--- src/rtl/alu_decoder.sv ---
// -----------------------------------------------------------------------------
// alu_decoder
//
// Command decoder for the data-processing path of the single-cycle ARM-subset
// CPU controller. It takes the main decoder's alu_op, the instruction S bit and
// the 4-bit cmd field. From these it selects:
//   - the ALU operation,
//   - the N/Z and C/V flag-write enables,
//   - a flag for compare/test instructions, which do not write a register,
//   - a flag for shift/MOV instructions, which use the shifter result.
//
// Compile-time option:
//   ALU_DECODER_REG_OUT_EN
//     Defined   : all outputs are registered on posedge clk, giving a latency
//                 of 1 cycle. reset_n (async, active-low) clears them to 0.
//     Undefined : outputs are purely combinational. clk and reset_n are
//                 present but unused.
//
// Ports:
//   clk       in  1  clock (only used with the output register)
//   reset_n   in  1  asynchronous active-low reset (only used with the register)
//   alu_op    in  1  1 = data-processing instruction, decode cmd
//                    0 = ADD without flag update
//   s         in  1  instruction S bit (set flags)
//   cmd       in  4  instruction cmd field, bits [24:21]
//   alu_ctl   out 3  ALU operation select
//   flag_w    out 2  flag write enables: [1] = N,Z ; [0] = C,V
//   no_write  out 1  suppress register-file write (CMP/CMN/TST)
//   shift     out 1  result comes from the shifter path (LSL/LSR/MOV)
// -----------------------------------------------------------------------------
module alu_decoder (
    input  logic       clk,
    input  logic       reset_n,
    input  logic       alu_op,
    input  logic       s,
    input  logic [3:0] cmd,
    output logic [2:0] alu_ctl,
    output logic [1:0] flag_w,
    output logic       no_write,
    output logic       shift
);

    logic [2:0] w_alu_ctl;
    logic [1:0] w_flag_w;
    logic       w_no_write;
    logic       w_shift;

    // Arithmetic ops update all four flags; logic ops update only N,Z.
    logic [1:0] w_fw_arith;
    logic [1:0] w_fw_logic;
    assign w_fw_arith = {s, s};
    assign w_fw_logic = {s, 1'b0};

    always_comb begin
        w_alu_ctl  = 3'b000;
        w_flag_w   = 2'b00;
        w_no_write = 1'b0;
        w_shift    = 1'b0;
        if (alu_op) begin
            case (cmd)
                4'b0100: begin                  // ADD
                    w_alu_ctl = 3'b000;
                    w_flag_w  = w_fw_arith;
                end
                4'b0010: begin                  // SUB
                    w_alu_ctl = 3'b001;
                    w_flag_w  = w_fw_arith;
                end
                4'b0000: begin                  // AND
                    w_alu_ctl = 3'b010;
                    w_flag_w  = w_fw_logic;
                end
                4'b1100: begin                  // ORR
                    w_alu_ctl = 3'b011;
                    w_flag_w  = w_fw_logic;
                end
                4'b0001: begin                  // EOR
                    w_alu_ctl = 3'b110;
                    w_flag_w  = w_fw_logic;
                end
                4'b0101: begin                  // ADC
                    w_alu_ctl = 3'b100;
                    w_flag_w  = w_fw_arith;
                end
                4'b1010: begin                  // CMP: subtract, flags only
                    w_alu_ctl  = 3'b001;
                    w_flag_w   = w_fw_arith;
                    w_no_write = 1'b1;
                end
                4'b1011: begin                  // CMN: add, flags only
                    w_alu_ctl  = 3'b000;
                    w_flag_w   = w_fw_arith;
                    w_no_write = 1'b1;
                end
                4'b1000: begin                  // TST: AND, flags only
                    w_alu_ctl  = 3'b010;
                    w_flag_w   = w_fw_logic;
                    w_no_write = 1'b1;
                end
                4'b1101: begin                  // LSL/LSR/MOV via shifter
                    // The ALU result is bypassed here, so the low select bits
                    // are left free for the synthesiser to optimise.
                    w_alu_ctl = 3'b0xx;
                    w_flag_w  = w_fw_logic;
                    w_shift   = 1'b1;
                end
                default: begin                  // unsupported: all zero
                    w_alu_ctl  = 3'b000;
                    w_flag_w   = 2'b00;
                    w_no_write = 1'b0;
                    w_shift    = 1'b0;
                end
            endcase
        end
    end

`ifdef ALU_DECODER_REG_OUT_EN
    logic [2:0] r_alu_ctl;
    logic [1:0] r_flag_w;
    logic       r_no_write;
    logic       r_shift;

    always_ff @(posedge clk or negedge reset_n) begin
        if (!reset_n) begin
            r_alu_ctl  <= 3'b000;
            r_flag_w   <= 2'b00;
            r_no_write <= 1'b0;
            r_shift    <= 1'b0;
        end else begin
            r_alu_ctl  <= w_alu_ctl;
            r_flag_w   <= w_flag_w;
            r_no_write <= w_no_write;
            r_shift    <= w_shift;
        end
    end

    assign alu_ctl  = r_alu_ctl;
    assign flag_w   = r_flag_w;
    assign no_write = r_no_write;
    assign shift    = r_shift;
`else
    // clk and reset_n are kept so both builds have the same port list.
    logic w_unused;
    assign w_unused = &{1'b0, clk, reset_n};

    assign alu_ctl  = w_alu_ctl;
    assign flag_w   = w_flag_w;
    assign no_write = w_no_write;
    assign shift    = w_shift;
`endif

endmodule

--- config.mk ---
export PLATFORM = sky130hd
export DESIGN_NAME = alu_decoder
export DESIGN_NICKNAME = d
export VERILOG_FILES = /design/src/rtl/alu_decoder.sv
export SDC_FILE = /design/constraint.sdc
export NUM_CORES = 1
export LEC_CHECK = 0
export CORE_AREA = 3 3 40 42
export DETAILED_ROUTE_END_ITERATION = 12
export DIE_AREA = 0 0 43 45
export GPL_TIMING_DRIVEN = 0
export SYNTH_ARGS = -nofsm -noshare
export SYNTH_HDL_FRONTEND = slang
export SYNTH_SLANG_ARGS = --single-unit
--- constraint.sdc ---
create_clock -name vclk -period 1.8
set_clock_uncertainty 0.05 [all_clocks]
set_input_delay 0.18 -clock vclk [all_inputs]
set_output_delay 0.18 -clock vclk [all_outputs]
set_load 0.01 [all_outputs]
Word-level counts from Yosys, hierarchy flattened
Index checks and enable logic that the tools add are counted.
{ "totals": {"latch_bits": 0, "regBits": 0, "n_memories": 0, "input_bits": 8, "ram_bits": 0, "rom_bits": 0, "out_inout_bits": 7, "wordCells": 23} }
{ "classes": {"n_eq_ne": 9, "addsub": 0, "muxes": 8, "bitwise": 0, "n_lt_le_gt_ge": 0, "shift": 0, "mul": 0, "reduce_logical": 6, "div_mod_pow": 0} }
{ "op_table": {"columns": ["cell", "count"], "rows": [
  ["4-bit equality test, second input constant", 5],
  ["3-bit one-hot mux with 6 select lines", 1],
  ["5-bit OR reduction", 2],
  ["4-bit by 3-bit equality test with 1-bit output, second input constant", 2],
  ["4-bit by 1-bit equality test with 1-bit output, second input constant", 1],
  ["4-bit by 2-bit equality test with 1-bit output, second input constant", 1],
  ["4-bit logical NOT", 1],
  ["1-bit 2-to-1 mux", 4],
  ["2-bit one-hot mux with 2 select lines", 1],
  ["2-bit OR reduction", 2],
  ["3-bit 2-to-1 mux", 1],
  ["3-bit OR reduction", 1],
  ["2-bit 2-to-1 mux", 1]
]} }

Depth between registers and ports, before layout
{ "depth": {"ltp_word": 4, "depth_mapped": 4, "mapped_depth_nobuf": 3} }

Worst setup path after synthesis
Ideal clock, no wire load.
{ "synth_path": {"path_kind": "input -> output", "start": "in cmd[3]", "end": "out alu_ctl[0]", "required_ns": 1.570, "n_path_buf": 1, "path_stages": 4, "arrival_ns": 0.818, "setup_slack_ns": 0.752, "cell_sequence": "buf_4 > nand2_1 > mux2_4 > nor3b_2"} }
{ "synth_via": {"elab_chain_len": 4, "elab_cells_between_ends": 12, "cone_classes": "7 x eq/ne; 2 x mux; 3 x reduce/logical"} }
{ "synth_lines": {"columns": ["element", "line_no", "rtl"], "rows": [
  ["start, declared", "36", "input logic [3:0] cmd,"],
  ["4-bit equality test, or another cell as far along", "60", "case (cmd)"],
  ["2-bit OR reduction (no line)", null, null],
  ["3-bit one-hot mux with 6 select lines (*)", "60", null],
  ["3-bit 2-to-1 mux (*)", "59", "if (alu_op) begin"],
  ["end, declared", "37", "output logic [2:0] alu_ctl,"]
]} }
Every way passes the cells marked *; elsewhere a longest branch is shown, timed or not.

Worst setup path in the final report
{ "layout_path": {"start": "in cmd[2]", "end": "out alu_ctl[1]"} }
Same word-level chain as after synthesis.

==> impl_metrics.toml <==
[synthesis]
yosysWarnings = 0
yosysTopAreaCellShare_pct = 10.9
synth.largest_area_cell = "mux2_4"
synth_area_um2 = 138
synth.distinct_cells = 16
synth.area.top_cells = "mux2_4 (11%), nand2_1 (11%), nor3b_2 (9.1%)"
syn_area_per_cell_um2 = 6.55
syn_inst = 21
syn_nets = 29
yosysSeqAreaShare_pct = 0

[global_routing]
grt_pass1_wl_um = 731
grt_antenna_before_repair = 0
met3_usage_pct = 0.797
grt_util_met1_pct = 7.86
grt.busiest_layer = "met1"
globalRouteMet2Util_pct = 5.99
globalRouteOverflowTotal = 0
grt.total_usage_pct = 4.56
grt_max_degree = 9
grt_pass1_vias = 166

[sta]
slew-limit-headroom_pct = 84.4
final-hold-violation-count = 0
maxSlewViolCount = 0
min_period_ns = 1.58
finalCritPeriodShare_pct = 87.7
worst_pin_slew_ns = 0.234
finalSetupViolCount = 0
fmax_ghz = 0.633
rsz0062_at_grt = "no"
finalSetupTns_ns = 0
whs_ns = 0.811
setup_slack_ns = 0.221

[setup_path]
cp_data_arrival_time_ns = 1.35
crit_family = "buffers and inverters"
critical_path_buf_inv_count = 3
crit_path_end_kind = "output port"
crit_path_start_kind = "input pin"
worst_path_largest_cell_delay_ns = 0.53
crit_fanout = 5
startpoint = "cmd[2]"
critical_path_class = "in -> out"
worst_path_max_delay_cell = "clkdlybuf4s50_1"
cp.required_ns = 1.57
cp_cell_sequence = "dlygate4sd2_1, inv_1, o2111a_1, clkdlybuf4s50_1"
critPathCapture = "alu_ctl[1]"
worstSetupPathDepth = 4

[routing]
drt_wl_total_um = 485
drc = 0
ant_nets = 0
dr_total_vias = 194
post_drt_wl_per_cell_um = 10.1
vias_per_cell = 4.04
drtIter0Drc = 2
dr.pass1.iters = 4

[floorplanning]
placeableCoreArea_um2 = 1280
die_y_um = 45
die_x_um = 43
rows = 13
pin_count = 15
initial_core_util_pct = 10.7
die_area_um2 = 1940

[final_layout]
post-route-util_pct = 21.6
drive_gt1_share_pct = 21.2
stdcell_area_um2 = 278
antenna_cells = 0
clkbuf_count = 0
seqCellArea_um2 = 0
finalNonFillerCells = 48
final_common_cell = "dlygate4sd2_1"
nets = 43
syn_to_final_growth_pct = 102
fillers = 152
seq_cells = 0
multiInputGateArea_um2 = 129
layout_common_cells = "dlygate4sd2_1 (9), nand2_1 (4), inv_1 (3)"

[placed_design]
post-place-cells = 48
place_area_um2 = 277
place.port_buffers = 12
dp_slack_ns = -0.219
gp_routability_congestion = 0.681

[status]
status = "completed"

[power]
leakage_nw = 0.156
p_total_mw = 0.0494
peakVddDrop_mv = 0.0574
power.density_nw_per_um2 = 178

[flow_run]
drv_cap = 0

[hold_path]
hp-class = "in -> out"

[clocking]
ctsHoldBuffers = 0
-- worst min-delay path by stage --
stage                 from         end  cells past startpoint
floorplan           cmd[0]  alu_ctl[0]                      1
global placement    cmd[3]    no_write                      4
detailed placement  cmd[3]    no_write                      4
CTS                 cmd[3]    no_write                      4
global route        cmd[3]    no_write                      4
finish              cmd[3]    no_write                      4
-- cell type report --
class	count	area share [%]
buffer	1	2.70
inverter	3	4.05
multi-input combinational	17	46.4
tap	15	6.76
timing repair buffer	12	40.1
-- power by group --
part	internal, mW	switching (mW)	total [mW]	leakage [nW]
registers	0	0	0	0
logic	0.0249	0.0245	0.0494	0.156
clock network	0	0	0	0
total	0.0249	0.0245	0.0494	0.156
-- layer usage --
| metal | vias to the layer above | part of all wire (%) |
|---|---|---|
| li1 | 103 | - |
| met1 | 78 | 56 |
| met2 | 13 | 32 |
| met3 | 0 | 12 |
| met4 | 0 | 0 |
| met5 | - | 0 |
-- cell usage after synthesis --
master / n
o21a_1: 1
a41o_2: 1
nor3b_2: 1
o2111a_1: 1
a31oi_1: 1
and3_1: 1
mux2_4: 1
inv_1: 3
and2b_2: 1
nor2_1: 1
buf_4: 1
nor4_1: 1
nor3_1: 1
nand3_1: 1
a21oi_1: 1
nand2_1: 4
-- kinds of logic (layout without fill, tap and decap cells) --
logic type / count (synthesis) / in the layout / synth area share [%]
compound gates: 5 / 5 / 30.0
buf+inv: 4 / 16 / 13.6
mux: 1 / 1 / 10.9
simple gates: 11 / 11 / 45.4
-- timing repair --
| action | 4_1_cts | 5_1_grt |
|---|---|---|
| endpoints found under the setup margin | 6 | 2 |
| setup buffers | 0 | 0 |
| resized for setup | 11 | 1 |
| hold endpoints to repair | 0 | 0 |
Power figures use the tool's default switching activity.
